===== src/rtl/branch_resolve_unit_if.sv =====
// ---------------------------------------------------------------------------
// branch_resolve_unit_if
//
// Purpose: groups the request and result handshakes of branch_resolve_unit
//          into one bundle.
//
// Handshake rule (applies to both channels): a transfer happens on a rising
// clock edge where valid && ready are both 1. Once valid is asserted, the
// payload stays stable until that transfer happens. ready may depend
// combinationally on the receiver's state, but never on valid.
//
// Signals:
//   in_valid / in_ready    request handshake (producer -> unit)
//   br_type, op_a, op_b    condition code and source operands
//   pc, target             branch PC and taken target
//   pred_taken             fetch-stage prediction for this branch
//   kill                   drop the held result and refuse input this cycle
//   out_valid / out_ready  result handshake (unit -> consumer)
//   taken, mispredict      resolved outcome and prediction check
//   redirect_pc            next fetch address for the front end
//
// Modports:
//   master  producer/consumer side (execute stage, front end, testbench)
//   slave   branch_resolve_unit
// ---------------------------------------------------------------------------
interface branch_resolve_unit_if #(
    parameter int DATA_W = 32,
    parameter int ADDR_W = 32
);
    logic              in_valid;
    logic              in_ready;
    logic [2:0]        br_type;
    logic [DATA_W-1:0] op_a;
    logic [DATA_W-1:0] op_b;
    logic [ADDR_W-1:0] pc;
    logic [ADDR_W-1:0] target;
    logic              pred_taken;
    logic              kill;
    logic              out_valid;
    logic              out_ready;
    logic              taken;
    logic              mispredict;
    logic [ADDR_W-1:0] redirect_pc;

    modport master (
        output in_valid, br_type, op_a, op_b, pc, target, pred_taken, kill,
               out_ready,
        input  in_ready, out_valid, taken, mispredict, redirect_pc
    );

    modport slave (
        input  in_valid, br_type, op_a, op_b, pc, target, pred_taken, kill,
               out_ready,
        output in_ready, out_valid, taken, mispredict, redirect_pc
    );
endinterface


===== src/rtl/branch_resolve_unit.sv =====
// ---------------------------------------------------------------------------
// branch_resolve_unit
//
// Purpose: execute-stage branch resolution. Accepts one branch per cycle,
//          evaluates its condition, compares the outcome with the fetch-stage
//          prediction, and holds the registered result (taken, mispredict,
//          redirect_pc) in a single-entry output register until the consumer
//          takes it.
//
// Parameters:
//   DATA_W   operand width (>= 2)
//   ADDR_W   PC / target width
//   PC_STEP  fall-through increment added to pc
//   CNT_W    statistics counter width (exists only with BRU_STATS_EN)
//
// Ports:
//   clk        rising-edge clock
//   rst        synchronous, active-high reset
//   bus        branch_resolve_unit_if.slave (request + result handshakes)
//   stat_branches, stat_mispredicts
//              saturating counters (exist only with BRU_STATS_EN)
//
// Build option: define BRU_STATS_EN to add the statistics counters.
//
// Condition codes (0..3 keep the legacy encoding):
//   0 none  1 BNE  2 JMP  3 BEZ  4 BEQ  5 BLT  6 BGE  7 BLTU
// ---------------------------------------------------------------------------
module branch_resolve_unit #(
    parameter int DATA_W  = 32,
    parameter int ADDR_W  = 32,
    parameter int PC_STEP = 4
`ifdef BRU_STATS_EN
    ,
    parameter int CNT_W   = 16
`endif
) (
    input  logic                 clk,
    input  logic                 rst,
    branch_resolve_unit_if.slave bus
`ifdef BRU_STATS_EN
    ,
    output logic [CNT_W-1:0]     stat_branches,
    output logic [CNT_W-1:0]     stat_mispredicts
`endif
);

    typedef enum logic [2:0] {
        BR_NONE = 3'd0,
        BR_BNE  = 3'd1,
        BR_JMP  = 3'd2,
        BR_BEZ  = 3'd3,
        BR_BEQ  = 3'd4,
        BR_BLT  = 3'd5,
        BR_BGE  = 3'd6,
        BR_BLTU = 3'd7
    } br_type_e;

    // -----------------------------------------------------------------------
    // Condition evaluation (purely combinational on the request payload)
    // -----------------------------------------------------------------------
    logic [DATA_W-1:0] op_a;
    logic [DATA_W-1:0] op_b;
    br_type_e          br_type;

    assign op_a    = bus.op_a;
    assign op_b    = bus.op_b;
    assign br_type = br_type_e'(bus.br_type);

    logic              eq_ab;
    logic              a_zero;
    logic              lt_signed;
    logic              lt_unsigned;
    logic              taken_calc;
    logic              mispredict_calc;
    logic [ADDR_W-1:0] fall_through;
    logic [ADDR_W-1:0] redirect_calc;

    assign eq_ab       = (op_a == op_b);
    assign a_zero      = (op_a == '0);
    assign lt_signed   = ($signed(op_a) < $signed(op_b));
    assign lt_unsigned = (op_a < op_b);

    always_comb begin
        taken_calc = 1'b0;
        unique case (br_type)
            BR_NONE: taken_calc = 1'b0;
            BR_BNE:  taken_calc = !eq_ab;
            BR_JMP:  taken_calc = 1'b1;
            BR_BEZ:  taken_calc = a_zero;
            BR_BEQ:  taken_calc = eq_ab;
            BR_BLT:  taken_calc = lt_signed;
            BR_BGE:  taken_calc = !lt_signed;
            BR_BLTU: taken_calc = lt_unsigned;
            default: taken_calc = 1'b0;
        endcase
    end

    // A non-branch (code 0) predicted taken is a mispredict: fetch went to a
    // bogus target and must be pulled back to the fall-through address.
    // The addition wraps naturally at ADDR_W bits.
    assign mispredict_calc = (taken_calc != bus.pred_taken);
    assign fall_through    = bus.pc + ADDR_W'(PC_STEP);
    assign redirect_calc   = taken_calc ? bus.target : fall_through;

    // -----------------------------------------------------------------------
    // Single-entry output register
    // -----------------------------------------------------------------------
    logic              out_valid_q,   out_valid_d;
    logic              taken_q,       taken_d;
    logic              mispredict_q,  mispredict_d;
    logic [ADDR_W-1:0] redirect_pc_q, redirect_pc_d;

    logic in_ready;
    logic accept;
    logic drain;

    // The slot is free when empty or being emptied this cycle; kill blocks
    // acceptance outright so a killed cycle can never load a new entry.
    assign in_ready = !bus.kill && (!out_valid_q || bus.out_ready);
    assign accept   = bus.in_valid && in_ready;
    assign drain    = out_valid_q && bus.out_ready;

    always_comb begin
        out_valid_d   = out_valid_q;
        taken_d       = taken_q;
        mispredict_d  = mispredict_q;
        redirect_pc_d = redirect_pc_q;

        if (bus.kill) begin
            // Payload is left as-is; only the valid bit is dropped.
            out_valid_d = 1'b0;
        end else if (accept) begin
            // Covers both an empty slot and a simultaneous drain + refill.
            out_valid_d   = 1'b1;
            taken_d       = taken_calc;
            mispredict_d  = mispredict_calc;
            redirect_pc_d = redirect_calc;
        end else if (drain) begin
            out_valid_d = 1'b0;
        end
    end

    always_ff @(posedge clk) begin
        if (rst) begin
            out_valid_q   <= 1'b0;
            taken_q       <= 1'b0;
            mispredict_q  <= 1'b0;
            redirect_pc_q <= '0;
        end else begin
            out_valid_q   <= out_valid_d;
            taken_q       <= taken_d;
            mispredict_q  <= mispredict_d;
            redirect_pc_q <= redirect_pc_d;
        end
    end

    assign bus.in_ready    = in_ready;
    assign bus.out_valid   = out_valid_q;
    assign bus.taken       = taken_q;
    assign bus.mispredict  = mispredict_q;
    assign bus.redirect_pc = redirect_pc_q;

`ifdef BRU_STATS_EN
    // -----------------------------------------------------------------------
    // Saturating statistics counters. They count at the accept edge, so a
    // later kill of the held entry does not undo the count.
    // -----------------------------------------------------------------------
    logic [CNT_W-1:0] branches_q,    branches_d;
    logic [CNT_W-1:0] mispredicts_q, mispredicts_d;

    always_comb begin
        branches_d    = branches_q;
        mispredicts_d = mispredicts_q;

        if (accept && (br_type != BR_NONE) && (branches_q != '1)) begin
            branches_d = branches_q + 1'b1;
        end
        if (accept && mispredict_calc && (mispredicts_q != '1)) begin
            mispredicts_d = mispredicts_q + 1'b1;
        end
    end

    always_ff @(posedge clk) begin
        if (rst) begin
            branches_q    <= '0;
            mispredicts_q <= '0;
        end else begin
            branches_q    <= branches_d;
            mispredicts_q <= mispredicts_d;
        end
    end

    assign stat_branches    = branches_q;
    assign stat_mispredicts = mispredicts_q;
`else
    // Statistics build option disabled: no counters, no stat ports.
`endif

endmodule


===== src/flat_wrapper.sv =====
// flat-port wrapper written by rule: the top's interface ports become plain ports
module branch_resolve_unit_flat 
#(
    parameter int DATA_W  = 32,
    parameter int ADDR_W  = 32,
    parameter int PC_STEP = 4

)
  (clk, rst, bus_in_valid, bus_br_type, bus_op_a, bus_op_b, bus_pc, bus_target, bus_pred_taken, bus_kill, bus_out_ready, bus_in_ready, bus_out_valid, bus_taken, bus_mispredict, bus_redirect_pc);
  branch_resolve_unit_if #(.DATA_W(DATA_W), .ADDR_W(ADDR_W)) bus_i ();
  input  logic clk;
  input  logic rst;
  input wire logic [$bits(bus_i.in_valid)-1:0] bus_in_valid;
  input wire logic [$bits(bus_i.br_type)-1:0] bus_br_type;
  input wire logic [$bits(bus_i.op_a)-1:0] bus_op_a;
  input wire logic [$bits(bus_i.op_b)-1:0] bus_op_b;
  input wire logic [$bits(bus_i.pc)-1:0] bus_pc;
  input wire logic [$bits(bus_i.target)-1:0] bus_target;
  input wire logic [$bits(bus_i.pred_taken)-1:0] bus_pred_taken;
  input wire logic [$bits(bus_i.kill)-1:0] bus_kill;
  input wire logic [$bits(bus_i.out_ready)-1:0] bus_out_ready;
  output wire logic [$bits(bus_i.in_ready)-1:0] bus_in_ready;
  output wire logic [$bits(bus_i.out_valid)-1:0] bus_out_valid;
  output wire logic [$bits(bus_i.taken)-1:0] bus_taken;
  output wire logic [$bits(bus_i.mispredict)-1:0] bus_mispredict;
  output wire logic [$bits(bus_i.redirect_pc)-1:0] bus_redirect_pc;
  assign bus_i.in_valid = bus_in_valid;
  assign bus_i.br_type = bus_br_type;
  assign bus_i.op_a = bus_op_a;
  assign bus_i.op_b = bus_op_b;
  assign bus_i.pc = bus_pc;
  assign bus_i.target = bus_target;
  assign bus_i.pred_taken = bus_pred_taken;
  assign bus_i.kill = bus_kill;
  assign bus_i.out_ready = bus_out_ready;
  assign bus_in_ready = bus_i.in_ready;
  assign bus_out_valid = bus_i.out_valid;
  assign bus_taken = bus_i.taken;
  assign bus_mispredict = bus_i.mispredict;
  assign bus_redirect_pc = bus_i.redirect_pc;
  branch_resolve_unit #(.DATA_W(DATA_W), .ADDR_W(ADDR_W), .PC_STEP(PC_STEP)) u_core (.clk(clk), .rst(rst), .bus(bus_i));
endmodule

===== config.mk =====
export PLATFORM = sky130hd
export DESIGN_NAME = branch_resolve_unit_flat
export DESIGN_NICKNAME = d
export VERILOG_FILES = /design/src/rtl/branch_resolve_unit_if.sv /design/src/rtl/branch_resolve_unit.sv /design/src/flat_wrapper.sv
export SDC_FILE = /design/constraint.sdc
export NUM_CORES = 1
export LEC_CHECK = 0
export CELL_PAD_IN_SITES_DETAIL_PLACEMENT = 1
export CELL_PAD_IN_SITES_GLOBAL_PLACEMENT = 1
export CORE_AREA = 5 5 100 125
export DETAILED_ROUTE_END_ITERATION = 16
export DIE_AREA = 0 0 105 130
export PLACE_DENSITY_LB_ADDON = 0.3
export SLEW_MARGIN = 30
export SYNTH_ARGS = -nofsm -noshare
export SYNTH_HDL_FRONTEND = slang
export SYNTH_SLANG_ARGS = --single-unit
export TNS_END_PERCENT = 50

===== constraint.sdc =====
create_clock -name clk -period 5.2 [get_ports clk]
set_input_delay 1.56 -clock clk [delete_from_list [all_inputs] [get_ports clk]]
set_output_delay 1.56 -clock clk [all_outputs]
set_load 0.02 [all_outputs]

# --- Word level (Yosys, flattened, before mapping) ---
# Index checks and enable logic that the tools add are counted.
op_classes:
  mux: 4
  n_eq_ne: 9
  bitwise_logic: 1
  reduce_logical: 13
  n_addsub: 1
  order_cmp: 2
ops:
  columns: ["cell", "count"]
  rows:
  - ["32-bit less-than comparator", 2]
  - ["32-bit by 3-bit adder with 32-bit output (second input constant)", 1]
  - ["32-bit equality test", 1]
  - ["32-bit zero test", 1]
  - ["32-bit two-way mux", 1]
  - ["3-bit equality test (second input constant)", 4]
  - ["1-bit one-hot mux with 8 select lines", 1]
  - ["3-bit by 2-bit equality test with 1-bit output (second input constant)", 2]
  - ["1-bit zero test", 4]
  - ["3-bit by 1-bit equality test with 1-bit output (second input constant)", 1]
  - ["1-bit logical AND", 3]
  - ["3-bit zero test", 1]
  - ["1-bit two-way mux", 2]
  - ["2-bit AND reduction", 1]
  - ["2-bit nonzero test", 1]
  - ["2-bit OR reduction", 1]
  - ["1-bit logical OR", 1]
  - ["1-bit inequality test", 1]
  - ["1-bit inverter", 1]
word_totals:
  reg_bits: 35
  inputBits: 137
  output_inout_bits: 36
  elab_cells: 34

# --- Depth between registers and ports, before layout ---
logic_depth:
  ltp_word: 5
  depth_mapped: 12
  mapped_depth_nobuf: 10

# --- Least setup slack after synthesis ---
# No wires, ideal clock.
synth_path:
  kind: "input to register"
  from: "input bus_op_b[14]"
  to: "register u_core.redirect_pc_q[12], in the netlist u_core.bus.redirect_pc[12]"
  cell_stages: 11
  setup_time_ns: 0.073
  path_slack_ns: 1.194
  path_buffers: 1
  t_arrival_ns: 3.933
  required_ns: 5.127
  cell_sequence: "inv_1 > ha_1 > a21oi_1 > nand2_1 > a221o_1 > o311ai_1 > a2111o_1 > o211ai_1 > clkbuf_1 > or4_1 > o211ai_2"
synth_between:
  elab_chain_cells: 4
  word_cells_on_any_way: 7
  classes_between: "order compare: 2; eq/ne: 1; mux: 2; reduce/logical: 2"
synth_rtl:
  columns: ["item", "line", "source"]
  rows:
  - ["from (decl)", "flat_wrapper.sv:16", "input wire logic [$bits(bus_i.op_b)-1:0] bus_op_b;"]
  - ["32-bit less-than comparator or 32-bit equality test (tied branches)", "branch_resolve_unit.sv:80, branch_resolve_unit.sv:78", null]
  - ["1-bit zero test, on equally long branches", "branch_resolve_unit.sv:92, branch_resolve_unit.sv:87", null]
  - ["1-bit one-hot mux with 8 select lines *", "branch_resolve_unit.sv:85", "unique case (br_type)"]
  - ["32-bit two-way mux *", "branch_resolve_unit.sv:103", "assign redirect_calc = taken_calc ? bus.target : fall_through;"]
  - ["to (signal assigned)", "branch_resolve_unit.sv:153", "redirect_pc_q <= redirect_pc_d;"]
  - ["to (decl)", "branch_resolve_unit.sv:111", "logic [ADDR_W-1:0] redirect_pc_q, redirect_pc_d;"]
# Every way passes the cells marked *; elsewhere a longest branch is shown, timed or not.
# A chain may end at the register's enable or synchronous reset.

# --- Final worst setup path ---
layout_path:
  from: "input bus_op_b[31]"
  to: "register u_core.redirect_pc_q[24], in the netlist u_core.bus.redirect_pc[24]"
# The elaborated chain is that of the path after synthesis.

==> summary.md <==
| Metric | Value |
|---|---|
| Outcome | completed |
| Layout cell share with drive strength beyond 1 | 0.0461 |
| Largest net degree at the start of global routing | 54 |
| Initial antenna violation count | 0 |
| Final Max Tran Viols | 0 |
| Dpl cells | 713 |
| Ports | 173 |
| CTS clk-pin slew, worst paths | 0.06 ns |
| CTS H-tree depth | 2 |
| Die X | 105 um |
| DRC | 0 |
| Port buffer count | 172 |
| Setup TNS Final | 0 ns |
| Die Span Y | 130 um |
| Critical path endpoint category | register |
| Slew headroom | 0.567 |
| RSZ-0062 raised after global routing | false |
| # rows | 43 |
| Antenna cells | 0 |
| Power per Cell Area | 185 nW/um^2 |
| Peak VDD IR | 0.112 mV |
| # hold bufs at CTS | 0 |
| Filler Cell Count | 1,370 |
| WHS Endpoint | u_core.bus.redirect_pc[29] |
| Clock Tree Buf Depth | 2 |
| Core Footprint | 11,100 um^2 |
| Cell variety after synth | 48 |
| Worst-path fanout max | 14 |
| Tcrit/Tclk final | 0.919 |
| Hold/Removal Path Class | register to register |
| Final Wtd Congestion | 0.794 |
| Clock skew | 0.00338 ns |
| Startpoint Class | input port |
| R2R setup slack | 3.09 ns |
| Final nets | 755 |
| Via Count | 3,832 |
| DR vias/cell | 5.31 |
| Area Growth Syn to Fin | 61.4% |
| FF-to-FF Start | u_core.bus.out_valid |
| Clk sinks | 35 |
| Pleak | 2.06 nW |
| Seq/Total Area, Yosys | 0.214 |
| Vias in the first global route | 4,247 |
| Synth Cell Area | 3270 um^2 |
| Yosys warning total | 0 |
| Hold-critical path depth | 2 |
| Synth Flop Type | dfxtp_1 |
| Setup violators final | 0 |
| Worst flop-to-flop path endpoint | u_core.bus.redirect_pc[24] |
| Non-filler cells, final | 721 |
| Synth top area share | 0.214 |
| Reg2reg path depth | 7 |
| Starting density of the core | 0.295 |
| Die area | 13,700 um^2 |
| Global route total overflow | 0 |
| Net Count, Synth | 592 |
| Fmax | 209 MHz |
| DRT Wirelength | 13,200 um |
| Mean post-synth cell area | 7.75 um^2 |
| CP Data Arrival Time | 4.94 ns |
| Post-synth EDFFs | 0 |
| HPWL after DPL | 10,800 um |
| CTS tree | yes |
| Clk Latency, worst-skew pair | 0.28 ns |
| Final ANT Viol Nets | 0 |
| Most frequent cells in the layout | 172 x clkdlybuf4s50_1, 39 x inv_1, 35 x dfxtp_1 |
| Biggest area consumer among synthesized cells | dfxtp_1 |
| Tmin final | 4.78 ns |
| Worst path required time | 5.36 ns |
| Synth area leaders | dfxtp_1 21%, ha_1 13%, nand3b_1 7.3% |
| DR iter-0 viols | 116 |
| Routed len/inst | 18.3 um |
| Synthesized instance count | 422 |
| CTS Buf Count | 5 |
| Commonest non-fill, non-tap cell in the layout | clkdlybuf4s50_1 |
| Router iterations before antenna repair | 4 |
| GR Util All Layers | 0.192 |
| WS Path Type | input port to register |
| First-pass GRT wire length | 21,600 um |
| Max-cap violations | 0 |
| Post-cts resize count | 0 |
| Ys async rst share | 0 |
| Hold path start | u_core.bus.redirect_pc[29] |
| Synth Register Bits | 35 |
| Postcts setup bufs | 0 |
| Worst slew pin tran | 0.649 ns |
| Clk root buf | clkbuf_16 |
| Final Hold Viols | 0 |
## kinds of logic after synthesis
family	Yosys count	share of synthesized area
AOI/OAI and AO/OA	87	0.197
buffers and inverters	65	0.0772
and+or+nand+nor	174	0.311
xor gates and xnor gates	28	0.0750
adders and majority gates	33	0.126
DFF	35	0.214
## worst max-delay path by stage
stage,start,depth (start not counted),slack [ns],to
final,bus_op_b[31],12,0.42,u_core.bus.redirect_pc[24]
after global routing,bus_op_b[31],12,0.17,u_core.bus.mispredict
after global placement,bus_op_b[31],12,0.20,u_core.bus.redirect_pc[24]
after detailed placement,bus_op_b[31],12,0.1,u_core.bus.redirect_pc[24]
after CTS,bus_op_b[31],12,0.38,u_core.bus.redirect_pc[24]
after floorplan,bus_op_b[14],11,1.19,u_core.bus.redirect_pc[12]
## state kept, by name, summed over array words and instances (netlist names)
name / cells
u_core.bus.redirect_pc: 32
u_core.bus.mispredict: 1
u_core.bus.out_valid: 1
u_core.bus.taken: 1
## final cells by class
class	count	area, um^2	share of cell area
timing repair buffer	182	1800	0.340
inverter	39	146	0.0277
clock inverter	3	20.0	0.00379
sequential	35	701	0.133
tap	135	169	0.0320
clock buffer	5	125	0.0237
multi-input combinational	322	2320	0.440
## where the power goes
part	internal, mW	total (mW)	switching [mW]
combinational	0.198	0.376	0.178
clock	0.177	0.302	0.125
sequential	0.289	0.301	0.0120
total	0.663	0.979	0.315
## through the flow
stage | util | worst slack, ns | total power [mW] | cell area [um^2] | hold slack, ns
floorplan | - | 1.19 | 0.472 | 3270 | 0.536
global placement | 0.463 | 0.198 | 0.675 | 5130 | 0.452
detailed placement | 0.463 | 0.0999 | 0.685 | 5130 | 0.467
CTS | 0.476 | 0.379 | 0.993 | 5280 | 0.476
global route | 0.476 | 0.170 | 1.03 | 5280 | 0.494
finish | 0.476 | 0.423 | 0.979 | 5280 | 0.477
## synth_stat cells, types with 7 or more instances
cell type,n
inv_1,39
dfxtp_1,35
ha_1,33
nand3b_1,32
nand2_1,28
a21oi_1,27
nand3_1,25
nor2_1,22
clkbuf_1,18
xnor2_1,17
nand4_1,13
o211ai_1,12
xor2_1,11
nor3b_1,10
a311o_1,9
nor4_1,9
buf_2,7
nor3_1,7
o21ai_0,7
## worst max-delay path, stage by stage
cell,delay (ns)
clkdlybuf4s50_1,0.46
inv_1,0.04
ha_1,0.40
nand4_2,0.19
nor4_4,0.38
nand4_1,0.18
a31oi_1,0.25
and4b_1,0.25
o21a_1,0.21
nor2_2,0.53
buf_4,0.34
o211ai_1,0.13
## routing by layer
layer / routed length [um] / global-route usage
met3: 657 / 0.0406
met1: 5750 / 0.228
met5: 0 / 0
met4: 212 / 0.0482
met2: 6600 / 0.353
Power figures use the tool's default switching activity.
